--- config.mk ---
export PLATFORM = sky130hd
export DESIGN_NAME = multdiv_sequencer
export DESIGN_NICKNAME = d
export VERILOG_FILES = /design/src/rtl/multdiv_sequencer.sv
export SDC_FILE = /design/constraint.sdc
export NUM_CORES = 1
export LEC_CHECK = 0
export CAP_MARGIN = 5
export CORE_MARGIN = 2
export CORE_UTILIZATION = 30
export DETAILED_ROUTE_END_ITERATION = 10
export SLEW_MARGIN = 20
export SYNTH_ARGS = -nofsm -noshare
export SYNTH_HDL_FRONTEND = slang
export SYNTH_SLANG_ARGS = --single-unit
--- constraint.sdc ---
create_clock -name clock -period 2.1 [get_ports clock]
set_clock_uncertainty 0.15 [all_clocks]
set_input_delay 0.42 -clock clock [delete_from_list [all_inputs] [get_ports clock]]
set_output_delay 0.42 -clock clock [all_outputs]
set_load 0.05 [all_outputs]
--- src/rtl/multdiv_sequencer.sv ---
// Sequencer between execute and the shared multiply/divide unit.
// Issues one start pulse per op, stalls upstream, hands the result to writeback.
module multdiv_sequencer #(
    parameter int WIDTH   = 32,
    parameter int TAG_W   = 5,
    parameter int MIN_LAT = 2,
    parameter int TIMEOUT = 40
) (
    input  logic             clock,
    input  logic             reset_n,
    input  logic             op_valid,
    input  logic             op_is_mult,
    input  logic             op_is_div,
    input  logic [WIDTH-1:0] op_a,
    input  logic [WIDTH-1:0] op_b,
    input  logic [TAG_W-1:0] op_tag,
    input  logic             flush,
    output logic             md_ctrl_MULT,
    output logic             md_ctrl_DIV,
    output logic [WIDTH-1:0] md_operandA,
    output logic [WIDTH-1:0] md_operandB,
    input  logic [WIDTH-1:0] md_result,
    input  logic             md_exception,
    input  logic             md_resultRDY,
    output logic             stall,
    output logic             wb_valid,
    input  logic             wb_ready,
    output logic [WIDTH-1:0] wb_data,
    output logic [TAG_W-1:0] wb_tag,
    output logic             wb_exception
);

    localparam int CW = $clog2(TIMEOUT + 1);
    localparam logic [CW-1:0] MIN_C = CW'(MIN_LAT);
    localparam logic [CW-1:0] TO_C  = CW'(TIMEOUT);

    typedef enum logic [1:0] {
        IDLE,
        START,
        BUSY,
        DONE
    } state_t;

    state_t state_q, state_nxt;

    logic             mult_q;
    logic [WIDTH-1:0] a_q;
    logic [WIDTH-1:0] b_q;
    logic [TAG_W-1:0] tag_q;
    logic [WIDTH-1:0] data_q;
    logic             exc_q;
    logic [CW-1:0]    cnt_q, cnt_nxt;

    logic legal, accept, rdy_ok, timed_out, busy_live;

    assign legal     = op_valid & (op_is_mult ^ op_is_div);
    assign accept    = legal & ((state_q == IDLE) |
                                ((state_q == DONE) & wb_ready));
    // RDY seen too early may still be left over from the previous op
    assign rdy_ok    = md_resultRDY & (cnt_q >= MIN_C);
    assign timed_out = (cnt_q == TO_C);
    assign busy_live = (state_q == BUSY) & ~flush;

    always_comb begin
        state_nxt = state_q;
        cnt_nxt   = '0;
        unique case (state_q)
            IDLE: begin
                if (accept) state_nxt = START;
            end
            START: begin
                state_nxt = flush ? IDLE : BUSY;
            end
            BUSY: begin
                if (flush) begin
                    state_nxt = IDLE;
                end else begin
                    cnt_nxt = timed_out ? cnt_q : cnt_q + CW'(1);
                    if (rdy_ok || timed_out) state_nxt = DONE;
                end
            end
            DONE: begin
                if (wb_ready) state_nxt = legal ? START : IDLE;
            end
            default: state_nxt = IDLE;
        endcase
    end

    always_ff @(posedge clock or negedge reset_n) begin
        if (!reset_n) begin
            state_q <= IDLE;
            cnt_q   <= '0;
            mult_q  <= 1'b0;
            a_q     <= '0;
            b_q     <= '0;
            tag_q   <= '0;
            data_q  <= '0;
            exc_q   <= 1'b0;
        end else begin
            state_q <= state_nxt;
            cnt_q   <= cnt_nxt;
            if (accept) begin
                mult_q <= op_is_mult;
                a_q    <= op_a;
                b_q    <= op_b;
                tag_q  <= op_tag;
            end
            if (busy_live) begin
                if (rdy_ok) begin
                    data_q <= md_result;
                    exc_q  <= md_exception;
                end else if (timed_out) begin
                    data_q <= '0;
                    exc_q  <= 1'b1;
                end
            end
        end
    end

    assign md_ctrl_MULT = (state_q == START) & mult_q;
    assign md_ctrl_DIV  = (state_q == START) & ~mult_q;
    assign md_operandA  = a_q;
    assign md_operandB  = b_q;

    assign stall = (state_q == START) | (state_q == BUSY) |
                   ((state_q == DONE) & ~wb_ready);

    assign wb_valid     = (state_q == DONE);
    assign wb_data      = data_q;
    assign wb_tag       = tag_q;
    assign wb_exception = exc_q;

endmodule

-- Yosys cells after proc, flatten, opt, wreduce, memory -nomap -nowiden
Cells that the tools add are included.
- add/subtract/negate cells: 1
- multipliers: 0
- divide/modulo/power cells: 0
- magnitude comparators: 1
- eq/ne operators: 8
- shifts and indexed selects: 0
- mux-type cells: 14
- bitwise operators: 15
- reductions and logical operators: 5
- operators by type and width (operator ; count):
    $mux W32 ; 2
    $mux W6 ; 3
    $mux W2 ; 5
    $and A1 B1 Y1 ; 8
    $pmux W2 S4 ; 1
    $add A6 B1 Y6 const B ; 1
    $eq A6 B6 Y1 const B ; 1
    $ge A6 B2 Y1 const B ; 1
    $eq A2 B2 Y1 const B ; 2
    $mux W1 ; 3
    $ne A3 B2 Y1 const B ; 1
    $ne A3 B3 Y1 const B ; 1
    $not A1 Y1 ; 3
    $or A1 B1 Y1 ; 3
    $reduce_and A3 Y1 ; 1
    $eq A2 B1 Y1 const B ; 1
    $logic_not A2 Y1 ; 1
    $ne A2 B1 Y1 const B ; 1
    $ne A2 B2 Y1 const B ; 1
    $reduce_and A2 Y1 ; 1
    $reduce_bool A2 Y1 ; 1
    $logic_or A1 B1 Y1 ; 1
    $xor A1 B1 Y1 ; 1
- register bits after elaboration: 111
- latch bits: 0
- bits in writable memories: 0
- memory bits (read-only): 0
- output and inout port bits: 106
- logic and storage cells: 52
- memories kept: 0

-- Longest topological paths before layout
Gate-level depths: netlist (run 1).
- depth in word-level cells: 6
- depth in mapped cells: 6
- gate-level depth less buffers: 5

-- Worst setup path after synthesis (run 1)
No wires, ideal clock.
- path type: register to register
- from: register state_q[0]
- to: register a_q[0], in the netlist md_operandA[0]
- arrival: 1.908 ns
- data required time: 1.825 ns
- path slack: -0.082 ns
- cell stages (with the launch flop): 6
- path through: dfrtp_1 > ha_1 > a21o_1 > nand3_1 > clkbuf_1 > mux2_2
- cells in the longest elaborated chain, start to end: 4
- ends and longest elaborated chain (element ; RTL line ; text):
    start, declared ; 44 ; state_t state_q, state_nxt;
    start signal, assigned ; 100 ; state_q <= state_nxt;
    $eq A2 B2 Y1 ; - ;
    via wb_valid ; 26 ; output logic wb_valid,
    $and A1 B1 Y1 ; 58 ; ((state_q == DONE) & wb_ready));
    $or A1 B1 Y1 ; 57 ; assign accept = legal & ((state_q == IDLE) |
    $and A1 B1 Y1 ; 57 ;
    end signal, assigned ; 104 ; a_q <= op_a;
    end, declared ; 47 ; logic [WIDTH-1:0] a_q;
The timed path passes the listed nets, and every way through them passes these cells.
A chain may end at the register's enable or synchronous reset.

-- Final worst setup path (run 1)
- from: register state_q[0]
- to: output stall
- cells in the longest elaborated chain, start to end: 3
- ends and longest elaborated chain (element ; RTL line ; text):
    $eq A2 B1 Y1 (tied with other cells) ; 125 ; assign stall = (state_q == START) | (state_q == BUSY) |
    $or A1 B1 Y1 / $and A1 B1 Y1 (equally long branches) ; 125, 126 ;
    $or A1 B1 Y1 * ; 125 ;
    end, declared ; 25 ; output logic stall,
Every way passes the cells marked *; elsewhere a longest branch is shown, timed or not.

==> impl_metrics.yaml, run 1 <==
worst_setup_path:
  reg2reg_slack_ns: 0.07
  reg2reg_to: "wb_data[31]"
  arrival_ns: 1.50
  crit_path_top_delay_cell: "dfrtp_1"
  cp.required_ns: 1.53
  critPathLaunch: "state_q[0]"
  cp-start-kind: "flop"
  crit_buf_inv: 1
  worstPathCellList: "ha_2 -> nor2b_4 -> or2_4 -> buf_12"
  cp_max_fo: 3
  crit_path_end_kind: "primary output"
  max_stage_delay_ns: 0.41
  rr_worst_depth: 5
  worstReg2RegStart: "cnt_q[5]"
  cp_top_family: "flip-flops"
  path_class: "flop to primary output"
clock_tree:
  insertion_delay_ns: 0.34
  clock-root-buffer: "clkbuf_16"
  cts_buffers: 9
  clkTransAtPathRegs_ns: 0.07
  cts.sinks: 111
  clockBufferDepth: 2
  cts_tree: "built"
  htree_levels: 3
routing:
  vias: 3191
  avgViaCountPerCell: 4.60
  detail_route.wl_per_cell_um: 16.7
  ant_nets: 0
  dr.pass1.iters: 4
  routed_wl_um: 11600
  drt_iter0_drc: 58
  drc: 0
global_route:
  busiest_layer: "met2"
  antenna_found_initial: 0
  grtUsageTotal_pct: 14.6
  use_met3_pct: 7.37
  grt_max_degree: 44
  grt_use_met2_pct: 24.3
  grt_pass1_vias: 3360
  grt_remaining_overflow: 0
  grt_pass1_wl_um: 17100
  gr-usage-met1_pct: 16.1
timing:
  timing.fmax_mhz: 483
  slew_headroom_pct: 64.7
  min_period_ns: 2.07
  period_share_pct: 98.5
  setup_viol: 0
  rsz0062_at_grt: "true"
  fin_ws_ns: 0.0311
  final-hold-violation-count: 0
  maxSlewViolCount: 0
  worstMarginPinSlew_ns: 0.529
floorplanning:
  rows: 43
  dieWidth_um: 124
  io_pins: 216
  die_y_um: 124
  die_area_um2: 15400
  start_util_pct: 31.0
  coreArea_um2: 14000
synth:
  synthDistinctLibCells: 30
  syn-num-nets: 398
  ys_warn_count: 0
  postSynthCellCount: 280
  ys_ff_latch: 111
  postSynthAreaPerCell_um2: 15.5
  synth_area_um2: 4330
  seq_area_frac_synth_pct: 64.1
hold_path:
  hp-class: "flop to flop"
  min_from: "wb_data[17]"
  hold_end: "wb_data[17]"
  holdPathStages: 1
job:
  cap_violations: 0
place:
  place_congestion: 0.701
  dpl.hpwl_um: 8570
  io_buffers: 215
  dp_slack_ns: -0.116
  placed_cell_area_um2: 6770
  dp.cells: 675
cells_and_area:
  utilization_pct: 51.6
  area_growth_pct: 66.6
  diodes: 0
  final_cells: 694
  design_area_um2: 7220
  drive_gt1_share_pct: 28.4
  fill_cells: 1254
  fin_nets: 628
status:
  status: "completed"
pwr:
  fin_total_pwr_mw: 10.6
  power_density_nw_per_um2: 1470
  leakage_nw: 3.82
  peakVddDrop_mv: 0.999
## Yosys cell counts (all sizes together)
cell,instances,share of area (%)
a21o,2,0.38
buf,7,1.4
nor2b,3,0.43
a21boi,1,0.17
o31ai,1,0.49
a22o,32,6.5
dfrtp,111,64
clkbuf,6,0.52
mux2i,2,0.46
o21ai,1,0.12
inv,6,0.52
xnor2,1,0.20
nor2,9,0.84
xor2,5,1.0
or2,1,0.14
nand2b,1,0.14
nand4,1,0.14
and2,1,0.14
mux2,70,18
and3,2,0.29
a311oi,2,0.40
or4,1,0.26
ha,8,2.3
nand3,4,0.46
a22oi,1,0.17
a2bb2oi,1,0.20
## per-layer routing
layer,vias up,wire (um)
met3,11,1410
met2,145,5650
met1,1568,4370
met5,-,0
met4,0,159
li1,1467,-
## state kept, by name, indices dropped and copies added, names as in the netlist
register,cells
md_operandA,32
md_operandB,32
wb_data,32
cnt_q,6
wb_tag,5
state_q,2
mult_q,1
wb_exception,1
## placed cells by master (no fill, tap or decap), types with 2 or more instances in the layout
cell type | Yosys | layout
a22o_1 | 32 | 32
a311oi_1 | 2 | 2
and3_1 | 2 | 2
buf_12 | 0 | 10
buf_4 | 3 | 41
clkbuf_16 | 0 | 9
clkbuf_8 | 0 | 2
clkdlybuf4s50_1 | 0 | 109
dfrtp_1 | 111 | 111
dlygate4sd2_1 | 0 | 22
dlymetal6s2s_1 | 0 | 49
ha_1 | 8 | 7
inv_1 | 6 | 4
inv_2 | 0 | 2
mux2_2 | 70 | 70
mux2i_1 | 2 | 2
nand3_1 | 4 | 3
nor2_1 | 8 | 8
xor2_1 | 5 | 5
## report_power, final
part / internal [mW] / switching [mW] / total (mW)
clock: 0.982 / 0.737 / 1.72
sequential: 2.86 / 0.363 / 3.22
combinational: 2.10 / 3.55 / 5.65
total: 5.94 / 4.65 / 10.6
## what timing repair did
action | CTS | global route
pin swaps | 1 | 2
endpoints found under the hold margin | 25 | 0
cloned | 0 | 0
endpoints found under the setup margin | 23 | 51
hold buffers | 1 | 0
setup buffers | 2 | 1
gates resized for setup | 26 | 52
## cell type report
class                           count  area [um^2]  area share [%]
Multi-Input combinational cell    150         1480            20.5
Sequential cell                   111         2780            38.5
Timing Repair Buffer              232         2410            33.5
Clock inverter                      3         42.5           0.590
Tap cell                          180          225            3.12
Inverter                            6         22.5           0.312
Clock buffer                       12          256            3.55
## per-stage QoR
| stage | hold slack [ns] | setup TNS, ns |
|---|---|---|
| 2_1_floorplan | -0.0256 | -4.74 |
| 3_3_place_gp | 0.219 | -4.97 |
| 3_5_place_dp | 0.224 | -5.86 |
| 4_1_cts | 0.354 | -0.00273 |
| 5_1_grt | 0.352 | -0.0415 |
| 6_report | 0.340 | 0 |
## worst register-to-register path, delay by kind of cell, from the launching register on
| kind | cells | cell delay [ns] |
|---|---|---|
| simple gates | 2 | 0.65 |
| compound gates | 2 | 0.53 |
| flops | 1 | 0.41 |
| buf+inv | 1 | 0.17 |
## kinds of logic after synthesis
group | Yosys count | synth area share [%]
buffers and inverters | 19 | 2.43
adder cells (fa/ha/maj) | 8 | 2.31
XOR/XNOR | 6 | 1.21
AO/OA/AOI/OAI | 41 | 8.41
multiplexers | 72 | 18.7
AND/OR/NAND/NOR | 23 | 2.86
flip-flops | 111 | 64.1
## worst max path at each step
stage,endpoint,slack [ns],cells past startpoint
floorplan,md_operandA[0],-0.08,5
global placement,state_q[1],-0.09,7
detailed placement,state_q[1],-0.12,7
CTS,stall,-0.003,4
global route,stall,-0.04,4
finish,stall,0.03,4
Note: power is estimated with default switching activity, not from simulation.
==> inputs of run 2 (changes only) <==
CORE_MARGIN = 1.5   (was 2)
==> run 2 against run 1 <==
Against the previous run:
- the flow now finishes with violations (negative setup slack)
- clock power is 6% higher
- non-clock buffer count is 3 lower
- global-route usage is 0.12 points lower
- critical endpoint unchanged
==> impl_metrics.yaml, run 2 (synthesis gave the netlist of run 1 again) <==
clock_tree:
  clockBufferDepth: 2
  insertion_delay_ns: 0.35
  clock-root-buffer: "clkbuf_16"
  htree_levels: 3
  cts.sinks: 111
  cts_buffers: 9
  cts_tree: "built"
  clkTransAtPathRegs_ns: 0.07
cells_and_area:
  fin_nets: 625
  final_cell_mix: "109 x dfrtp_1, 108 x clkdlybuf4s50_1, 70 x mux2_2"
  multi_input_area_um2: 1500
  seq_area_um2: 2780
  area_growth_pct: 66.1
  mostFrequentLayoutCell: "dfrtp_1"
  drive_gt1_share_pct: 28.1
  fill_cells: 1226
  diodes: 0
floorplanning:
  rows: 43
  io_pins: 216
  start_util_pct: 31.0
  coreArea_um2: 14000
  die_area_um2: 15200
  die_y_um: 123
  dieWidth_um: 123
global_route:
  grt_pass1_vias: 3296
  antenna_found_initial: 0
  grt_pass1_wl_um: 16500
  grt_remaining_overflow: 0
  grtUsageTotal_pct: 14.5
  grt_max_degree: 46
worst_setup_path:
  reg2reg_to: "wb_data[25]"
  arrival_ns: 1.54
  rr_worst_depth: 5
  cp.required_ns: 1.53
  crit_path_end_kind: "primary output"
  reg2reg_slack_ns: 0.06
  path_class: "flop to primary output"
  critPathLaunch: "state_q[0]"
  worstReg2RegStart: "cnt_q[5]"
  endpoint: "stall"
  cp-start-kind: "flop"
  cp_max_fo: 4
timing:
  worstMarginPinSlew_ns: 0.526
  final-hold-violation-count: 0
  setup_viol: 1
  slew_headroom_pct: 65.1
  period_share_pct: 100
  fin_ws_ns: -0.00527
  min_period_ns: 2.11
  maxSlewViolCount: 0
  timing.fmax_mhz: 475
  whs_ns: 0.343
  rsz0062_at_grt: "true"
  final.setup.tns_ns: -0.00527
place:
  io_buffers: 215
  place_congestion: 0.720
  dpl.hpwl_um: 8180
pwr:
  peakVddDrop_mv: 1.01
  leakage_nw: 3.74
  power_density_nw_per_um2: 1480
  fin_total_pwr_mw: 10.6
routing:
  routed_wl_um: 11000
  avgViaCountPerCell: 4.53
  dr.pass1.iters: 4
  detail_route.wl_per_cell_um: 16.0
  ant_nets: 0
  drt_iter0_drc: 73
  drc: 0
  vias: 3132
job:
  cap_violations: 0
status:
  violations: "negative setup slack"
  status: "finished, violations left"
hold_path:
  hp-class: "flop to flop"
## run 2: changes by cell type in the layout (fill, tap and decap cells not counted), moves of 2 or more
cell	delta
dlygate4sd2_1	+15
buf_4	-6
dfrtp_2	+2
dfrtp_1	-2
dlymetal6s2s_1	-10
ha_4	+2
clkinv_4	+2
clkbuf_8	-2
## run 2: cell type report
class	instances	area share [%]
sequential	111	38.6
timing repair buffer	229	32.6
multi-input combinational	150	20.8
clock buffer	9	3.13
tap	180	3.13
clock inverter	7	1.34
inverter	6	0.348
## run 2: power breakdown
part           total (mW)  leakage [nW]  switching, mW  internal (mW)
clock network        1.82         0.160          0.770           1.05
logic                5.57          2.19           3.54           2.03
registers            3.23          1.39          0.365           2.86
total                10.6          3.74           4.68           5.94
## run 2: through the flow
step	instances	setup slack [ns]	utilization, %	area, um^2
after floorplan	280	-0.0790	-	4330
after global placement	674	-0.0634	48.4	6760
after detailed placement	674	-0.133	48.4	6760
after CTS	691	-0.0242	50.6	7080
after global routing	692	-0.0500	51.4	7200
final	692	-0.00527	51.4	7200
## run 2: worst min-delay path by stage
| stage | startpoint | end | slack [ns] | cells past startpoint |
|---|---|---|---|---|
| after floorplan | reset_n | cnt_q[0] | -0.03 | 0 |
| after global placement | reset_n | wb_data[6] | 0.23 | 1 |
| after detailed placement | reset_n | md_operandB[17] | 0.23 | 1 |
| after CTS | wb_data[12] | wb_data[12] | 0.35 | 1 |
| after global routing | wb_data[8] | wb_data[8] | 0.36 | 1 |
| final | wb_data[6] | wb_data[6] | 0.34 | 1 |
## run 2: metal layers
metal | global-route usage [%] | share of wire (%) | up-vias
li1 | - | - | 1451
met1 | 15.6 | 38 | 1526
met2 | 24.3 | 49 | 141
met3 | 7.33 | 12 | 14
met4 | 5.60 | 2.0 | 0
met5 | 0 | 0 | -
## run 2: timing repair
action | 4_1_cts | 5_1_grt
pin swaps | 1 | 2
endpoints found under the hold margin | 27 | 0
endpoints found under the setup margin | 38 | 41
hold buffers | 1 | 0
gates resized for setup | 44 | 44
buffers inserted | 0 | 1
## run 2: worst max-delay path: stages, from the launching register on
cell and delay [ns]:
dfrtp_2 0.46, ha_4 0.19, nor2b_4 0.12, or2_4 0.26, buf_12 0.15
==> inputs of run 3 (changes only) <==
CORE_UTILIZATION = 40   (was 30)
PLACE_DENSITY = 0.8   (was not set)
==> run 3 against run 2 <==
Against the previous run:
- the flow now finishes without violations
- fmax grew 0.46%
- clock power shrank 39%
- combinational power is essentially flat
- via count grew 1.3%
- critical path type unchanged
==> impl_metrics.yaml, run 3 (synthesis gave the netlist of run 1 again) <==
hold_path:
  hp-class: "primary input to async pin"
pwr:
  internal_power_mw: 5.32
  fin_total_pwr_mw: 9.89
  leakage_nw: 3.63
  switching_share_pct: 46.2
  p_switching_mw: 4.57
  power_density_nw_per_um2: 1420
  peakVddDrop_mv: 0.877
  p_seq_share_pct: 32.5
  clockPowerShare_pct: 11.2
  power_frac_comb_pct: 56.3
timing:
  whs_ns: 0.270
  maxSlewViolCount: 0
  slew_headroom_pct: 63.8
  min_period_ns: 2.10
  setup_viol: 0
  timing.fmax_mhz: 477
  rsz0062_at_grt: "true"
  worstMarginPinSlew_ns: 0.542
  fin_ws_ns: 0.00439
  final-hold-violation-count: 0
  period_share_pct: 99.8
  final.setup.tns_ns: 0
clock_tree:
  clkTransAtPathRegs_ns: 0.10
  cts_buffers: 9
  clock-root-buffer: "clkbuf_8"
  cts_tree: "built"
  insertion_delay_ns: 0.34
  clockBufferDepth: 2
  cts.sinks: 111
  htree_levels: 3
place:
  place_congestion: 0.841
  dp.cells: 631
  dp_slack_ns: -0.167
  io_buffers: 215
  placed_cell_area_um2: 6700
  dpl.hpwl_um: 7950
cells_and_area:
  utilization_pct: 66.9
  seq_area_um2: 2780
  final_cell_mix: "111 x dfrtp_1, 108 x clkdlybuf4s50_1, 70 x mux2_2"
  design_area_um2: 6960
  drive_gt1_share_pct: 28.0
  area_growth_pct: 60.8
  multi_input_area_um2: 1480
  fill_cells: 777
  mostFrequentLayoutCell: "dfrtp_1"
  diodes: 0
  final_cells: 653
  fin_nets: 630
status:
  status: "completed"
floorplanning:
  coreArea_um2: 10400
  die_y_um: 107
  dieWidth_um: 107
  die_area_um2: 11500
  io_pins: 216
  start_util_pct: 41.6
  rows: 37
worst_setup_path:
  cp-start-kind: "flop"
  cp_max_fo: 3
  cp.required_ns: 1.53
  path_class: "flop to primary output"
  crit_path_end_kind: "primary output"
  arrival_ns: 1.53
global_route:
  grt_pass1_vias: 3383
  grtUsageTotal_pct: 18.4
  antenna_found_initial: 0
  grt_max_degree: 56
  grt_remaining_overflow: 0
  grt_pass1_wl_um: 16600
routing:
  drt_iter0_drc: 125
  routed_wl_um: 10800
  ant_nets: 0
  vias: 3174
  avgViaCountPerCell: 4.86
  dr.pass1.iters: 4
  drc: 0
  detail_route.wl_per_cell_um: 16.5
job:
  cap_violations: 0
## run 3: cell count changes in the layout (fill, tap and decap cells not counted), moves of 4 or more
cell            before  now
clkbuf_16            9    0
clkbuf_8             0    9
buf_4               35   43
dlymetal6s2s_1      39   35
## run 3: per-layer routing
layer  vias to the layer above  wire length (um)  global-route usage [%]
li1                       1462                 -                       -
met1                      1563              4090                    21.8
met2                       141              5490                    32.2
met3                         8              1100                    6.14
met4                         0               103                    4.38
met5                         -                 0                       0
## run 3: final timing paths
kind                             startpoint         endpoint  slack (ns)  depth (start not counted)
worst max-delay path             state_q[0]            stall       0.004                          4
worst min-delay path                reset_n       wb_data[6]        0.27                          2
worst max register to register     cnt_q[5]      wb_data[16]        0.11                          4
worst min register to register  wb_data[29]      wb_data[29]        0.35                          1
max in group asynchronous           reset_n  md_operandB[11]        1.03                          3
min in group clock              wb_data[29]      wb_data[29]        0.35                          1
## run 3: power by group through the flow
stage	registers [mW]	clock network, mW	logic [mW]
finish	3.22	1.11	5.56
global route	3.32	1.24	5.79
CTS	3.23	1.16	5.61
detailed placement	3.28	0	5.74
global placement	3.23	0	5.68
floorplan	5.66	0	1.20
## run 3: final cells by class
| class | count | area share [%] |
|---|---|---|
| multi-input combinational | 150 | 21.2 |
| timing repair buffer | 234 | 33.8 |
| sequential | 111 | 39.9 |
| clock inverter | 5 | 0.485 |
| inverter | 6 | 0.323 |
| tap | 136 | 2.44 |
| clock buffer | 11 | 1.89 |
## run 3: timing repair
action,in CTS,in global routing
endpoints found under the hold margin,111,0
resized for setup,44,36
hold buffers,1,0
endpoints found under the setup margin,74,65
buffers inserted,4,2
## run 3: critical path: stages, from the launching register on
cell,delay [ns]
dfrtp_1,0.43
ha_2,0.21
nor2b_1,0.16
or2_4,0.24
buf_12,0.15
==> edit 1: new RTL, config.mk and constraints of run 2 <==
Encoding of `state_t`: now Gray code (2 bits for 4 states).
--- a/src/rtl/multdiv_sequencer.sv
+++ b/src/rtl/multdiv_sequencer.sv
@@ -35,10 +35,10 @@
     localparam logic [CW-1:0] TO_C  = CW'(TIMEOUT);
 
     typedef enum logic [1:0] {
-        IDLE,
-        START,
-        BUSY,
-        DONE
+        IDLE  = 2'b00,
+        START = 2'b01,
+        BUSY  = 2'b11,
+        DONE  = 2'b10
     } state_t;
 
     state_t state_q, state_nxt;
Function: same outputs for any inputs over 4 cycles, from zero or initial values and one cycle with reset_n low; so few cycles prove little.
==> edit 1 against run 2 <==
  * Non-clock buffer count is 12 higher
  * Synthesized area is 1.1% lower
  * Worst setup slack better by 0.060 ns
  * Synthesized cell count is 3.2% lower
  * Cell area is 0.50% higher
  * Utilization is 0.46 points higher
  * Sequential share of layout area is 0.23 points lower
  * Hold slack worse by 0.034 ns
  * Wire length is 1.5% higher
  * Sequential cell count stayed put
  * Total power is 24% lower
  * Critical path type is now reg2reg
  * Critical endpoint is now wb_data[14]
  * Highest routed layer unchanged
==> edit 1: results (changes against run 2) <==
placed_design:
  dp_slack_ns: -0.2259  # was -0.1328 ns
  dpl.cell_count: 673  # was 674
  post-dp-hpwl_mm: 8.038  # was 8.176 mm
  gp_routability_congestion: 0.6905  # was 0.7203
  dpl_cell_area_um2: 6729  # was 6764 um^2
logic_synthesis:
  syn_nets: 384  # was 398
  yosys-top-cells-count: "dfrtp_1, mux2_2, a22o_2"  # was dfrtp_1, mux2_2, a22o_1
  synthXorXnorAreaFrac_pct: 1.227  # was 1.213%
  syn_avg_cell_area_um2: 15.81  # was 15.47 um^2
  synthAdderAreaFrac_pct: 0.8762  # was 2.311%
  synthMuxAreaShare_pct: 18.63  # was 18.66%
  synthTopCellsByArea: "dfrtp_1, mux2_2, a22o_2, buf_2, buf_8"  # was dfrtp_1, mux2_2, a22o_1, ha_1, xor2_1
  synth_compound_gate_area_share_pct: 8.528  # was 8.406%
  yosysSeqAreaShare_pct: 64.84  # was 64.12%
layout:
  nMultiInputCombCells: 142  # was 150
  final_layout_size_suffix_gt1_share_pct: 35.02  # was 28.13%
  nonClkBufAreaFrac_pct: 34.44  # was 32.60%
  inv_count: 4  # was 6
  sh_seq_area_pct: 38.40  # was 38.63%
  final_cells: 694  # was 692
  n_clock_buffer: 10  # was 9
  fillers: 1206  # was 1226
  multi_input_area_share_pct: 19.75  # was 20.83%
  fin_nets: 622  # was 625
  clkCellAreaFrac_pct: 4.082  # was 4.468%
  n_all_buffers: 241  # was 229
  final_core_util_pct: 51.91  # was 51.45%
hold_path:
  hold_class: "in2async"  # was reg2reg
outcome:
  status: "finished, final reports clean"  # was finished, violations left
critical_path:
  r2r_start: "cnt_q[1]"  # was cnt_q[5]
  cp-startpoint: "cnt_q[1]"  # was state_q[0]
  crit_path_top_delay_cell: "dfrtp_1"  # was dfrtp_2
  max_stage_delay_ns: 0.40  # was 0.46 ns
  critPathCapture: "wb_data[14]"  # was stall
power:
  p_leak_nw: 3.784  # was 3.736 nW
  ir_drop_mv: 0.6476  # was 1.008 mV
drt:
  routedWlPerCell_um: 16.15  # was 15.95 um
  vias: 3148  # was 3132
  drt-met1-wl_mm: 4.485  # was 4.144 mm
  route.met2.wl_mm: 5.431  # was 5.384 mm
  drtIter0Drc: 90  # was 73
die:
  die-area_um2: 15010  # was 15170 um^2
timing:
  worst_pin_slew_ns: 0.5293  # was 0.5263 ns
grt:
  grtUsageTotal_pct: 14.35  # was 14.49%
  grt_max_degree: 49  # was 46
  grt_pass1_wl_mm: 16.53  # was 16.52 mm
  grt_pass1_vias: 3310  # was 3296
[edit 1: changes by cell type after synthesis, sizes merged, moves of 3 or more]
cell and delta:
buf +7, clkbuf -6, nand2 +3, ha -5
[edit 1: report_power, final]
group | leakage, nW | internal [mW] | switching [mW]
Sequential | 1.39 | 2.62 | 0.244
Clock | 0.147 | 0.932 | 0.769
Combinational | 2.25 | 1.26 | 2.25
Total | 3.78 | 4.82 | 3.26
[edit 1: repair_timing]
action,CTS,global route
setup endpoints to repair,28,81
resized for setup,28,56
buffers inserted,0,0
pin swaps,0,1
hold endpoints to repair,10,0
hold buffers,1,0
cloned,0,4
[edit 1: critical path, delay by kind of cell, from the launching register on]
family	cells	cell delay, ns
adder cells (fa/ha/maj)	1	0.17
AO/OA/AOI/OAI	2	0.46
AND/OR/NAND/NOR	2	0.60
flip-flops	1	0.40
buffers and inverters	1	0.16
[edit 1: cells by family (layout without fill, tap and decap cells)]
kind of cell             count (synthesis)  count (layout)
flip-flops                             111             111
multiplexers                            71              71
AO/OA/AOI/OAI                           38              38
AND/OR/NAND/NOR                         24              24
buffers and inverters                   18             261
XOR/XNOR                                 6               6
adder cells (fa/ha/maj)                  3               3
[edit 1: how the worst min path moves through the flow]
stage	start	endpoint	slack (ns)
after floorplan	reset_n	cnt_q[0]	-0.03
after global placement	reset_n	md_operandB[15]	0.13
after detailed placement	reset_n	md_operandB[13]	0.13
after CTS	reset_n	md_operandB[13]	0.29
after global routing	reset_n	md_operandB[13]	0.32
final	reset_n	md_operandB[13]	0.31
[edit 1: per-layer routing]
layer | vias up | GRT usage (%)
met5 | - | 0
met4 | 0 | 3.997
met1 | 1550 | 16.32
met3 | 10 | 7.017
li1 | 1446 | -
met2 | 142 | 23.95
==> edit 2: new RTL, settings of run 2 <==
Without the edit above. The parameter `TIMEOUT` goes from 40 to 60.
--- a/src/rtl/multdiv_sequencer.sv
+++ b/src/rtl/multdiv_sequencer.sv
@@ -4,7 +4,7 @@
     parameter int WIDTH   = 32,
     parameter int TAG_W   = 5,
     parameter int MIN_LAT = 2,
-    parameter int TIMEOUT = 40
+    parameter int TIMEOUT = 60
 ) (
     input  logic             clock,
     input  logic             reset_n,
Function: no difference found for any inputs over 4 cycles, from zero or initial values and one cycle with reset_n low; that may be too few to reach the edited logic, so the function may still have changed.
==> edit 2 against run 2 <==
  * The flow finishes with violations (hold timing)
  * Cell area is 2.0% higher
  * Total power is 1.8% higher
  * Wire length is 5.8% higher
  * Synthesized area is 1.2% higher
  * Fmax is 0.36% higher
  * Sequential share of layout area is 0.77 points lower
  * Worst setup slack better by 0.0075 ns
  * Sequential cell count stayed put
  * Critical path type is now reg2reg
  * Critical endpoint is now wb_data[0]
  * Largest power group unchanged
  * Highest routed layer unchanged
==> edit 2: results (changes against run 2) <==
layout:
  fillers: 1212  # was 1226
  final_layout_size_suffix_gt1_share_pct: 28.49  # was 28.13%
  fin_nets: 650  # was 625
  final_cells: 717  # was 692
timing:
  hold_viol: 24  # was 0
  fin_hold_ws_ns: -0.05663  # was 0.3428 ns
  worst_pin_slew_ns: 0.6204  # was 0.5263 ns
logic_synthesis:
  yosys-top-cells-count: "dfrtp_1, mux2_2, a22o_1"  # unchanged
  yosys.area.top_type_share_pct: 63.39  # was 64.12%
  yosysSeqAreaShare_pct: 63.39  # was 64.12%
  synth_cell_type_count: 33  # was 30
  synthTopCellsByArea: "dfrtp_1, mux2_2, a22o_1, ha_1, buf_6"  # was dfrtp_1, mux2_2, a22o_1, ha_1, xor2_1
  syn_nets: 415  # was 398
placed_design:
  dpl.cell_count: 699  # was 674
  dpl_cell_area_um2: 6874  # was 6764 um^2
  dp_slack_ns: -0.2425  # was -0.1328 ns
  gp_routability_congestion: 0.7940  # was 0.7203
  post-dp-hpwl_mm: 8.018  # was 8.176 mm
hold_path:
  hold_class: "in2async"  # was reg2reg
grt:
  grt_pass1_wl_mm: 17.26  # was 16.52 mm
  grtUsageMet3_pct: 6.410  # was 7.334%
  grtUsageMet2_pct: 24.86  # was 24.31%
  grtUsageTotal_pct: 14.76  # was 14.49%
  grt_pass1_vias: 3493  # was 3296
critical_path:
  r2r_start: "cnt_q[0]"  # was cnt_q[5]
  crit_path_top_delay_cell: "or4_4"  # was dfrtp_2
  rr_endpoint: "wb_data[0]"  # was wb_data[25]
  reg2reg_depth: 6  # was 5
  crit_path_max_fanout: 33  # was 4
  cp.arrival_ns: 2.18  # was 1.54 ns
power:
  p_leak_nw: 3.796  # was 3.736 nW
  ir_drop_mv: 1.051  # was 1.008 mV
outcome:
  status: "finished, violations left"  # unchanged
  violations: "hold timing"  # was setup timing
drt:
  drtIter0Drc: 125  # was 73
  routedWlPerCell_um: 16.28  # was 15.95 um
-- edit 2: changes by cell type in the layout (fill, tap and decap cells not counted), moves of 3 or more --
cell,delta
o21ai_0,+3
xor2_1,-3
buf_4,+10
inv_1,+3
buf_12,-3
a21oi_1,+6
nand2_1,+4
nor2_1,-4
-- edit 2: cells by family after synthesis --
logic type	count (synthesis)	share of synthesized area, %
buffers and inverters	24	2.827
and+or+nand+nor	30	3.626
xor gates and xnor gates	4	0.7997
DFF	111	63.39
adders and majority gates	8	2.285
muxes	70	17.99
AOI/OAI and AO/OA	50	9.081
-- edit 2: layout make-up --
| class | instances | area (um^2) | area share [%] |
|---|---|---|---|
| Sequential cell | 111 | 2779 | 37.86 |
| Tap cell | 180 | 225.2 | 3.068 |
| Inverter | 8 | 30.03 | 0.4091 |
| Multi-Input combinational cell | 162 | 1556 | 21.20 |
| Clock buffer | 10 | 239.0 | 3.255 |
| Clock inverter | 6 | 92.59 | 1.261 |
| Timing Repair Buffer | 240 | 2419 | 32.95 |
-- edit 2: what timing repair did --
item                                    4_1_cts  5_1_grt
setup buffers                                 2        0
gates resized for setup                      45       48
endpoints found under the setup margin       76      148
pin swaps                                     1        0
endpoints found under the hold margin         0        0
cloned                                        0        1
-- edit 2: routing by layer --
metal  wire length (um)  part of all wire, %
met1               4512                   39
met2               5793                   50
met3               1126                  9.6
met4                244                  2.1
met5                  0                    0
-- edit 2: report_power, final --
| part | leakage, nW | switching (mW) | internal (mW) |
|---|---|---|---|
| Clock | 0.161 | 0.784 | 1.09 |
| Sequential | 1.39 | 0.353 | 2.86 |
| Combinational | 2.24 | 3.60 | 2.14 |
| Total | 3.80 | 4.73 | 6.08 |
-- edit 2: worst max-delay path by stage --
stage	from	end	slack (ns)
after floorplan	cnt_q[0]	wb_data[10]	-0.08
after global placement	op_is_mult	md_operandB[15]	-0.20
after detailed placement	op_is_mult	md_operandB[29]	-0.24
after CTS	cnt_q[0]	wb_data[0]	-0.002
after global routing	cnt_q[0]	wb_data[0]	-0.07
final	cnt_q[0]	wb_data[0]	0.002
-- edit 2: worst max-delay path: cells and delay by family, from the launching register on --
kind,cells,cell delay (ns)
adder cells (fa/ha/maj),1,0.16
AO/OA/AOI/OAI,2,0.57
buffers and inverters,1,0.05
AND/OR/NAND/NOR,2,0.68
flip-flops,1,0.37
